<file path="src/rtl/mult_iter_pkg.sv">
// Shared types and constants for the iterative multiplier.
package mult_iter_pkg;

    localparam int WIDTH_DEFAULT = 32;

    typedef enum logic [1:0] {
        IDLE,
        RUN,
        FIN
    } state_e;

endpackage

</file>
<file path="src/rtl/mult_iter_if.sv">
// Request/response bundle of the iterative multiplier.
interface mult_iter_if
    import mult_iter_pkg::*;
#(
    parameter int WIDTH = WIDTH_DEFAULT
) ();

    logic             start;
    logic             is_signed;
    logic [WIDTH-1:0] a;
    logic [WIDTH-1:0] b;
    logic             busy;
    logic             done;
    logic [WIDTH-1:0] prod_hi;
    logic [WIDTH-1:0] prod_lo;

    modport master (
        output start, is_signed, a, b,
        input  busy, done, prod_hi, prod_lo
    );

    modport slave (
        input  start, is_signed, a, b,
        output busy, done, prod_hi, prod_lo
    );

endinterface

</file>
<file path="src/rtl/mult_iter_add_n.sv">
// N-bit ripple-style adder with carry in and carry out.
module add_n #(
    parameter int N = 32
) (
    input  logic [N-1:0] x,
    input  logic [N-1:0] y,
    input  logic         cin,
    output logic [N-1:0] sum,
    output logic         cout
);

    assign {cout, sum} = {1'b0, x} + {1'b0, y} + {{N{1'b0}}, cin};

endmodule

</file>
<file path="src/rtl/mult_iter.sv">
// Shift-and-add multiplier: one multiplier bit per cycle, LSB first,
// on operand magnitudes with a final sign fix on entry to FIN.
module mult_iter
    import mult_iter_pkg::*;
#(
    parameter int WIDTH = WIDTH_DEFAULT
) (
    input  logic         clk,
    input  logic         reset,
    mult_iter_if.slave   io
);

    localparam int CW = $clog2(WIDTH + 1);
    localparam int AW = 2 * WIDTH + 1;
    localparam int PW = 2 * WIDTH;

    typedef logic [CW-1:0] cnt_t;
    localparam cnt_t LAST = cnt_t'(WIDTH - 1);

    function automatic logic [WIDTH-1:0] mag(
        input logic [WIDTH-1:0] x,
        input logic             s
    );
        return (s && x[WIDTH-1]) ? -x : x;
    endfunction

    state_e           state_q, state_d;
    cnt_t             cnt_q, cnt_d;
    logic [WIDTH-1:0] mcand_q, mcand_d;
    logic [AW-1:0]    acc_q, acc_d;
    logic             neg_q, neg_d;
    logic [WIDTH-1:0] hi_q, hi_d;
    logic [WIDTH-1:0] lo_q, lo_d;

    logic [WIDTH-1:0] addend;
    logic [WIDTH-1:0] sum;
    logic             cout;
    logic [AW-1:0]    acc_sum;
    logic [AW-1:0]    acc_shift;
    logic [PW-1:0]    res_fin;

    assign addend = acc_q[0] ? mcand_q : '0;

    // Top accumulator bit is always clear here since the previous
    // step shifted it out, so it doubles as a zero carry-in.
    add_n #(.N(WIDTH)) u_add (
        .x    (acc_q[PW-1:WIDTH]),
        .y    (addend),
        .cin  (acc_q[AW-1]),
        .sum  (sum),
        .cout (cout)
    );

    assign acc_sum   = {cout, sum, acc_q[WIDTH-1:0]};
    assign acc_shift = acc_sum >> 1;
    assign res_fin   = neg_q ? -acc_shift[PW-1:0] : acc_shift[PW-1:0];

    always_comb begin
        state_d = state_q;
        cnt_d   = cnt_q;
        mcand_d = mcand_q;
        acc_d   = acc_q;
        neg_d   = neg_q;
        hi_d    = hi_q;
        lo_d    = lo_q;
        unique case (state_q)
            IDLE, FIN: begin
                if (state_q == FIN) state_d = IDLE;
                if (io.start) begin
                    state_d = RUN;
                    cnt_d   = '0;
                    mcand_d = mag(io.a, io.is_signed);
                    acc_d   = {{(WIDTH + 1){1'b0}}, mag(io.b, io.is_signed)};
                    neg_d   = io.is_signed & (io.a[WIDTH-1] ^ io.b[WIDTH-1]);
                end
            end
            RUN: begin
                acc_d = acc_shift;
                cnt_d = cnt_q + cnt_t'(1);
                if (cnt_q == LAST) begin
                    state_d      = FIN;
                    {hi_d, lo_d} = res_fin;
                end
            end
            default: state_d = IDLE;
        endcase
    end

    always_ff @(posedge clk) begin
        if (reset) begin
            state_q <= IDLE;
            cnt_q   <= '0;
            mcand_q <= '0;
            acc_q   <= '0;
            neg_q   <= 1'b0;
            hi_q    <= '0;
            lo_q    <= '0;
        end else begin
            state_q <= state_d;
            cnt_q   <= cnt_d;
            mcand_q <= mcand_d;
            acc_q   <= acc_d;
            neg_q   <= neg_d;
            hi_q    <= hi_d;
            lo_q    <= lo_d;
        end
    end

    assign io.busy    = (state_q == RUN);
    assign io.done    = (state_q == FIN);
    assign io.prod_hi = hi_q;
    assign io.prod_lo = lo_q;

endmodule
</file>
<file path="src/flat_wrapper.sv">
// flat-port wrapper written by rule: the top's interface ports become plain ports
module mult_iter_flat import mult_iter_pkg::*;
#(
    parameter int WIDTH = WIDTH_DEFAULT
)
  (clk, reset, io_start, io_is_signed, io_a, io_b, io_busy, io_done, io_prod_hi, io_prod_lo);
  mult_iter_if #(.WIDTH(WIDTH)) io_i ();
  input  logic clk;
  input  logic reset;
  input wire logic [$bits(io_i.start)-1:0] io_start;
  input wire logic [$bits(io_i.is_signed)-1:0] io_is_signed;
  input wire logic [$bits(io_i.a)-1:0] io_a;
  input wire logic [$bits(io_i.b)-1:0] io_b;
  output wire logic [$bits(io_i.busy)-1:0] io_busy;
  output wire logic [$bits(io_i.done)-1:0] io_done;
  output wire logic [$bits(io_i.prod_hi)-1:0] io_prod_hi;
  output wire logic [$bits(io_i.prod_lo)-1:0] io_prod_lo;
  assign io_i.start = io_start;
  assign io_i.is_signed = io_is_signed;
  assign io_i.a = io_a;
  assign io_i.b = io_b;
  assign io_busy = io_i.busy;
  assign io_done = io_i.done;
  assign io_prod_hi = io_i.prod_hi;
  assign io_prod_lo = io_i.prod_lo;
  mult_iter #(.WIDTH(WIDTH)) u_core (.clk(clk), .reset(reset), .io(io_i));
endmodule
</file>
<file path="config.mk">
export PLATFORM = sky130hd
export DESIGN_NAME = mult_iter_flat
export DESIGN_NICKNAME = d
export VERILOG_FILES = /design/src/rtl/mult_iter_pkg.sv /design/src/rtl/mult_iter_if.sv /design/src/rtl/mult_iter_add_n.sv /design/src/rtl/mult_iter.sv /design/src/flat_wrapper.sv
export SDC_FILE = /design/constraint.sdc
export NUM_CORES = 1
export LEC_CHECK = 0
export ABC_CLOCK_PERIOD_IN_PS = 10900
export CAP_MARGIN = 20
export CORE_ASPECT_RATIO = 1.4
export CORE_MARGIN = 4
export CORE_UTILIZATION = 61
export CTS_CLUSTER_DIAMETER = 80
export CTS_CLUSTER_SIZE = 40
export DETAILED_ROUTE_END_ITERATION = 16
export PLACE_DENSITY_LB_ADDON = 0.12
export SETUP_SLACK_MARGIN = 0.4
export SYNTH_ARGS = -nofsm -noshare
export SYNTH_HDL_FRONTEND = slang
export SYNTH_HIERARCHICAL = 1
export SYNTH_SLANG_ARGS = --single-unit
</file>
<file path="constraint.sdc">
create_clock -name clk -period 10.9 [get_ports clk]
set_input_delay 1.635 -clock clk [delete_from_list [all_inputs] [get_ports clk]]
set_output_delay 1.635 -clock clk [all_outputs]
set_load 0.01 [all_outputs]
</file>
==> results of run 1 <==
[where the power goes]
group          switching (W)  total [W]  internal [W]
Combinational       0.000157   0.000255     0.0000979
Sequential         0.0000259   0.000665      0.000640
Clock               0.000281   0.000604      0.000323
[final cells by class]
cell class	instances	area, µm²	share of cell area
clock inverters	15	152.6	0.01208
clock buffers	17	425.4	0.03366
multi-input cells	1057	6913	0.5470
inverters	16	60.06	0.004752
well taps	236	295.3	0.02336
flip-flops and latches	169	3385	0.2678
repair buffers	143	1408	0.1114
[worst max path at each step]
stage,slack [ns],to,depth (start not counted)
after global routing,5.20,u_core/io.prod_hi[30]$_SDFFE_PP0P_,16
after CTS,5.65,u_core/io.prod_hi[30]$_SDFFE_PP0P_,16
after floorplan,6.44,u_core/io.prod_hi[30]$_SDFFE_PP0P_,16
final,5.61,u_core/io.prod_hi[30]$_SDFFE_PP0P_,16
after global placement,5.77,u_core/io.prod_hi[30]$_SDFFE_PP0P_,16
after detailed placement,5.69,u_core/io.prod_hi[30]$_SDFFE_PP0P_,16
[tightest hold or removal path, stage by stage (launching register included)]
cell     delay, ns
dfxtp_2       0.32
nand2_1       0.05
a21oi_1       0.05
[state kept, by name, indices dropped and copies added (netlist names)]
register	flops
u_core/cnt_q	6
u_core/io.prod_lo	32
u_core/state_q	2
u_core/acc_q	64
u_core/neg_q	1
u_core/mcand_q	32
u_core/io.prod_hi	32
[kinds of logic (layout without fill, tap and decap cells)]
group,Yosys count,after routing,share of synthesized area
adders and majority gates,37,37,0.04458
AOI/OAI and AO/OA,421,421,0.2676
and+or+nand+nor,457,457,0.2147
buffers and inverters,107,191,0.04154
xor gates and xnor gates,137,137,0.1119
other,1,1,0.0003498
DFF,169,169,0.3156
muxes,4,4,0.003735
[layer usage]
metal,vias up,share of wire,wire length (µm)
met5,-,0,0
met4,0,0.053,1674
met3,101,0.062,1977
met2,448,0.51,16270
met1,4983,0.37,11930
li1,5058,-,-
[Yosys cell counts, types with 4 or more instances]
master and count:
or4_1 22, or2_2 6, nor4_1 12, o21ai_0 49
and2_1 36, o21ai_1 14, nand3_1 17, nand2_1 84
o22ai_1 15, ha_1 35, o21a_1 5, xor2_1 96
or3_1 29, buf_1 4, dfxtp_1 169, a21o_1 12
and3_1 6, a31oi_1 13, a21oi_1 78, nor2b_1 6
xnor2_1 41, a311oi_1 5, inv_1 14, a22oi_1 65
nand4_1 11, buf_6 5, o31ai_1 29, o21bai_1 6
o211ai_1 7, nor2_1 166, a211oi_1 83, clkbuf_1 79
nand2b_1 8, mux2i_1 4, o41ai_1 17, nor3_1 26
[through the flow]
| stage | total power [W] | setup WS, ns | hold WS, ns | instances |
|---|---|---|---|---|
| finish | 0.001524 | 5.612 | 0.4476 | 1653 |
| global route | 0.001576 | 5.200 | 0.4861 | 1653 |
| CTS | 0.001524 | 5.645 | 0.4491 | 1653 |
| detailed placement | 0.0009281 | 5.690 | 0.4412 | 1621 |
| global placement | 0.0009239 | 5.772 | 0.4357 | 1620 |
| floorplan | 0.0008427 | 6.441 | 0.4174 | 1333 |
[cell usage in the layout (no fill, tap or decap), types with 8 or more instances in the layout]
cell type / Yosys / layout
o21ai_0: 49 / 49
a21o_1: 12 / 12
a22oi_1: 65 / 65
nor4_1: 12 / 12
dfxtp_1: 169 / 168
and2_1: 36 / 36
buf_4: 1 / 10
nand4_1: 11 / 11
a211oi_1: 83 / 83
nor2_1: 166 / 165
nor3_1: 26 / 25
nand3_1: 17 / 17
ha_1: 35 / 35
inv_1: 14 / 14
a31oi_1: 13 / 13
xor2_1: 96 / 96
o21ai_1: 14 / 14
or3_1: 29 / 29
clkbuf_16: 0 / 17
nand2b_1: 8 / 8
o41ai_1: 17 / 17
o22ai_1: 15 / 15
or4_1: 22 / 22
o31ai_1: 29 / 29
xnor2_1: 41 / 41
nand2_1: 84 / 84
clkdlybuf4s50_1: 0 / 132
a21oi_1: 78 / 78
==> summary.md, run 1 <==
| Metric | Value |
|---|---|
| Status | `completed` |
| CTS Hold Bufs | `0` |
| Clock transition at path regs | `0.07 ns` |
| Worst slew pin tran | `0.9467 ns` |
| MaxCap Viol Count | `0` |
| # fillers | `1429` |
| Num Clock Sinks | `169` |
| Final instance area | `12640 µm²` |
| Rows | `between 50 and 60` |
| Die Area | `~20000 µm²` |
| WS Path Type | `reg -> reg` |
| Max FO, Critical Path | `33` |
| Die outline width | `approximately 120 µm` |
| Period utilization | `0.4851` |
| Final Max Slew Viols | `0` |
| Leak | `about 4.6 nW` |
| Sequential share of the synthesized area | `0.3156` |
| Initial Util | `0.6187` |
| Ys async rst share | `0` |
| Startpoint Class | `flop` |
| Gr usage total | `0.3191` |
| Setup TNS Final | `0 ns` |
| Worst clock skew | `between 0.01 and 0.015 ns` |
| Met3 Use GR | `0.04180` |
| Synth cell types | `approximately 80` |
| RSZ-0062 raised after global routing | `false` |
| I/O pins | `around 130` |
| Top cells by area, synth | `dfxtp_1 32%, xor2_1 7.8%, a211oi_1 5.8%, nor2_1 5.8%, a22oi_1 4.6%` |
| CTS max path bufs | `2` |
| NumNets Final | `between 1500 and 2000` |
| CORE AREA | `between 15000 and 20000 µm²` |
| CP startpoint | `u_core/acc_q[0]$_SDFFE_PP0P_` |
| Worst Path Arrival | `5.63 ns` |
| Vias per cell | `between 6 and 7` |
| WHS Path Cells | `2` |
| Slew HR | `0.3643` |
| EDFF count, synth | `0` |
| CP top delay family | `simple AND/OR/NAND/NOR gates` |
| Count of buffers from port buffering | `around 130` |
| Fin util | `0.7293` |
| Max incr delay on CP | `0.62 ns` |
| Main synth FF type | `dfxtp_1` |
| Cell count of the worst reg-to-reg path | `16` |
| Initial antenna violation count | `0` |
| Synthesis-to-finish area growth | `17.88%` |
| Worst path slowest cell | `or4_1` |
| Netlist Area Pre-Place | `around 11000 µm²` |
| Height of the chip | `roughly 160 µm` |
| Drt pass-1 iters | `9` |
| Cells after Synth | `between 1000 and 1500` |
| Post-DRT Antenna Nets | `0` |
| CTS tree | `built` |
| WL/cell | `slightly below 20 µm` |
| Post-DP HPWL | `between 20000 and 25000 µm` |
| Total nets after synthesis | `~1400` |
| Crit path capture type | `flop` |
| Setup bufs post-CTS | `0` |
| H-tree level count | `4` |
| Layout cell share with drive strength beyond 1 | `0.04940` |
| Post-Syn Area per Cell | `8.043 µm²` |
| Synth warnings | `6` |
| Worst R2R Start | `u_core/acc_q[0]$_SDFFE_PP0P_` |
| Post-CTS Resized | `0` |
| Worst VDD drop | `approximately 0.12 mV` |
| Reg2reg setup slack | `approximately 5.6 ns` |
| Final Critical Period | `around 5.3 ns` |
| #FFs+latches synth | `approximately 170` |
| Hold Path End | `u_core/neg_q$_SDFFE_PP0P_` |
| Met1 GRT Util | `0.3538` |
| Largest net degree at the start of global routing | `just under 80` |
| Placed inst area | `12060 µm²` |
| DRC | `0` |
| Ant diodes | `0` |
| Final WL | `~32000 µm` |
| Final-report setup violation count | `0` |
| Hold_sp | `u_core/neg_q$_SDFFE_PP0P_` |
| Grt ovf | `0` |
| Clock Latency Late Sink | `approximately 0.44 ns` |
| WP data required | `about 11 ns` |
| Crit path buf inv count | `0` |
| Vias | `between 10000 and 15000` |
| First-pass GRT wire length | `a little over 50000 µm` |
| CTS Root Cell | `clkbuf_16` |
| Grt peak-use layer | `met2` |
| Power per cell area | `approximately 120 nW/µm²` |
| Hold/Removal Path Class | `reg -> reg` |
| Gpl congestion | `~0.93` |
| Met2 Use GR | `0.5858` |
| Number of global-route vias before repair | `between 10000 and 15000` |
| Max Clock Freq | `around 190 MHz` |
| Reg2reg end | `u_core/io.prod_hi[30]$_SDFFE_PP0P_` |
| Cell Chain, Critical Path | `and2_1 -> fa_1 -> fa_1 -> a21oi_1 -> o32ai_1 -> o211ai_2 -> a2111oi_2 -> o21bai_1 -> o21bai_1 -> xor2_1 -> or4_1 -> or2_2 -> or4_1 -> o21ai_1 -> xor2_1 -> a211oi_1` |
| CTS Buf Count | `17` |
| Initial DRC count | `roughly 1000` |
| Leading area contributor after synthesis | `dfxtp_1` |
| Final Hold Fails | `0` |
| Synth top area share | `0.3156` |
Power figures use the tool's default switching activity.
==> run 2: changes to the inputs <==
--- a/config.mk
+++ b/config.mk
@@ -5,11 +5,11 @@
 export SDC_FILE = /design/constraint.sdc
 export NUM_CORES = 1
 export LEC_CHECK = 0
-export ABC_CLOCK_PERIOD_IN_PS = 10900
+export ABC_CLOCK_PERIOD_IN_PS = 4400
 export CAP_MARGIN = 20
 export CORE_ASPECT_RATIO = 1.4
 export CORE_MARGIN = 4
-export CORE_UTILIZATION = 61
+export CORE_UTILIZATION = 51
 export CTS_CLUSTER_DIAMETER = 80
 export CTS_CLUSTER_SIZE = 40
 export DETAILED_ROUTE_END_ITERATION = 16
==> constraint.sdc (replaced) <==
create_clock -name clk -period 4.4 [get_ports clk]
set_input_delay 0.66 -clock clk [delete_from_list [all_inputs] [get_ports clk]]
set_output_delay 0.66 -clock clk [all_outputs]
set_load 0.01 [all_outputs]
==> run 2 against run 1 <==
Against the previous run:
- cell count up 4.1%
- worst hold slack improved by 0.0090 ns
- critical path depth up 1
- core utilization down 8.1 points
- fmax rose by 25%
- clock-buffer cell count is 1 higher
- setup slack worse by 5.4 ns
- global-route usage is 3.4 points lower
- register-to-register slack got worse by 5.4 ns
- sequential power up 150%
- critical endpoint unchanged
- highest routed layer unchanged
==> summary.md, run 2 (synthesized netlist as in run 1, its figures left out) <==
| Metric | Value |
|---|---|
| First-pass GRT wire length | `53770 µm (+6.4%)` |
| Worst path slowest cell | `or4_4` |
| Period utilization | `0.9608 (+0.4757)` |
| Post-DRT Antenna Nets | `0 (unchanged)` |
| WL/cell | `19.70 µm (+2.2%)` |
| Hold/Removal Path Class | `reg -> reg` |
| CTS Buf Count | `17 (unchanged)` |
| Gr usage total | `0.2850 (-0.03409)` |
| DRC | `0 (unchanged)` |
| Final Hold Fails | `0 (unchanged)` |
| H-tree level count | `4 (unchanged)` |
| CTS tree | `built` |
| Slew HR | `0.4359 (+0.07160)` |
| Max incr delay on CP | `0.59 ns (-0.03 ns)` |
| Worst clock skew | `0.01437 ns (+0.002324 ns)` |
| Worst Path Arrival | `4.52 ns (-1.11 ns)` |
| Count of buffers from port buffering | `133 (unchanged)` |
| Cell Chain, Critical Path | `and2_4 -> fa_2 -> fa_2 -> a21oi_2 -> o32ai_2 -> o211ai_2 -> a2111oi_4 -> o21bai_1 -> buf_4 -> nand2_4 -> xnor2_2 -> or4_4 -> or2_4 -> or4_1 -> o21ai_2 -> xor2_1 -> a211oi_1` |
| Worst VDD drop | `0.2375 mV (+100%)` |
| Vias per cell | `6.174 (-3.6%)` |
| Initial DRC count | `869 (-15%)` |
| Placed inst area | `12460 µm² (+3.3%)` |
| Clock Latency Late Sink | `0.43 ns (about the same)` |
| Max Clock Freq | `236.5 MHz (+25%)` |
| Most Frequent Cell on Critical Path | `fa_2` |
| Final Critical Period | `4.228 ns (-1.060 ns)` |
| Die outline width | `130.5 µm (+8.7%)` |
| Crit path buf inv count | `1 (+1)` |
| Clock transition at path regs | `0.07 ns (about the same)` |
| Final instance area | `13380 µm² (+5.9%)` |
| CP top delay family | `simple AND/OR/NAND/NOR gates` |
| Max FFs per register | `64 (unchanged)` |
| Rows | `62 (+8.8%)` |
| Crit path capture type | `flop` |
| NumNets Final | `1557 (+3.2%)` |
| Number of global-route vias before repair | `10302 (+2.2%)` |
| Largest net degree at the start of global routing | `73 (-7.6%)` |
| Initial antenna violation count | `0 (unchanged)` |
| Max FO, Critical Path | `3 (-91%)` |
| I/O pins | `134 (unchanged)` |
| # fillers | `1857 (+30%)` |
| MaxCap Viol Count | `0 (unchanged)` |
| Worst slew pin tran | `0.8461 ns (-0.1006 ns)` |
| Die Area | `23440 µm² (+18%)` |
| Final WL | `33900 µm (+6.4%)` |
| RSZ-0062 raised after global routing | `true` |
| WS Path Type | `reg -> reg` |
| Setup TNS Final | `0 ns (unchanged)` |
| Layout cell share with drive strength beyond 1 | `0.1160 (+0.06664)` |
| Grt ovf | `0 (unchanged)` |
| CORE AREA | `20630 µm² (+19%)` |
| Post-DP HPWL | `25140 µm (+7.9%)` |
| CTS max path bufs | `2 (unchanged)` |
| Most common cell after layout, fill and taps aside | `dfxtp_1` |
| Startpoint Class | `flop` |
| Num Clock Sinks | `169 (unchanged)` |
| Vias | `10626 (+0.34%)` |
| Fin util | `0.6484 (-0.08089)` |
| Final-report setup violation count | `0 (unchanged)` |
| Gpl congestion | `0.9515 (+2.0%)` |
| Status | `completed` |
| CTS Hold Bufs | `0 (unchanged)` |
| Top reg by flops | `u_core/acc_q` |
| Drt pass-1 iters | `6 (-3)` |
| Height of the chip | `179.6 µm (+8.9%)` |
| Final Max Slew Viols | `0 (unchanged)` |
| Commonest non-fill, non-tap cells in the layout | `167 x dfxtp_1, 165 x nor2_1, 132 x clkdlybuf4s50_1` |
| CTS Root Cell | `clkbuf_16` |
| Leak | `4.884 nW (+5.9%)` |
| Initial Util | `0.5196 (-0.09907)` |
| Power per cell area | `288.6 nW/µm² (+140%)` |
| Final Non-Filler Cells | `1721 (+4.1%)` |
| Dpl cells | `1679 (+3.6%)` |
| Synthesis-to-finish area growth | `24.79%` |
| Ant diodes | `0 (unchanged)` |
| WP data required | `4.69 ns (-6.56 ns)` |
run 2: cell types whose count changed in the layout (fill, tap and decap cells not counted), sizes merged:
cell | previous run | this run
clkinv | 3 | 4
buf | 11 | 59
clkinvlp | 3 | 1
clkbuf | 17 | 18
run 2: layout make-up:
class,instances,area (µm²),share of cell area
well taps,256,320.3,0.02394
flip-flops and latches,169,3386,0.2531
repair buffers,191,1772,0.1324
multi-input cells,1057,7258,0.5425
inverters,16,60.06,0.004489
clock inverters,14,153.9,0.01150
clock buffers,18,429.2,0.03208
run 2: worst paths after layout:
check	from	end	slack (ns)	cells past startpoint
setup / recovery	u_core/acc_q[0]$_SDFFE_PP0P_	u_core/io.prod_hi[30]$_SDFFE_PP0P_	0.17	17
hold / removal	u_core/mcand_q[28]$_SDFFE_PP0P_	u_core/mcand_q[28]$_SDFFE_PP0P_	0.46	2
setup reg to reg	u_core/acc_q[0]$_SDFFE_PP0P_	u_core/io.prod_hi[30]$_SDFFE_PP0P_	0.17	17
hold reg to reg	u_core/mcand_q[28]$_SDFFE_PP0P_	u_core/mcand_q[28]$_SDFFE_PP0P_	0.46	2
run 2: what timing repair did:
action | in CTS | in global routing
setup buffers | 3 | 7
cloned | 0 | 0
pin swaps | 9 | 19
resized for setup | 12 | 41
endpoints found under the hold margin | 0 | 0
setup endpoints to repair | 14 | 20
run 2: through the flow:
step / setup WS (ns) / power (W) / hold WS (ns)
2_1_floorplan: 0.3840 / 0.002095 / 0.4174
3_3_place_gp: 0.1997 / 0.002340 / 0.4415
3_5_place_dp: 0.1325 / 0.002345 / 0.4459
4_1_cts: 0.2242 / 0.003852 / 0.4552
5_1_grt: 0.006868 / 0.004023 / 0.4794
6_report: 0.1724 / 0.003861 / 0.4566
run 2: power breakdown:
part	switching, W	internal (W)	leakage, nW
clock network	0.000699	0.000807	0.285
registers	0.0000679	0.00158	1.37
logic	0.000415	0.000287	3.22
total	0.00118	0.00268	4.88
run 2: worst register-to-register path, cell delays in order, from the launching register on:
cell and delay, ns:
dfxtp_2 0.33, and2_4 0.15, fa_2 0.36, fa_2 0.39
a21oi_2 0.17, o32ai_2 0.12, o211ai_2 0.24, a2111oi_4 0.11
o21bai_1 0.20, buf_4 0.16, nand2_4 0.05, xnor2_2 0.16
or4_4 0.59, or2_4 0.26, or4_1 0.42, o21ai_2 0.14
xor2_1 0.16, a211oi_1 0.08
run 2: layer usage:
layer	GRT usage	vias up	routed length (µm)
li1	-	5157	-
met1	0.3284	5012	12920
met2	0.5109	375	17730
met3	0.03711	82	1583
met4	0.1309	0	1662
met5	0	-	0
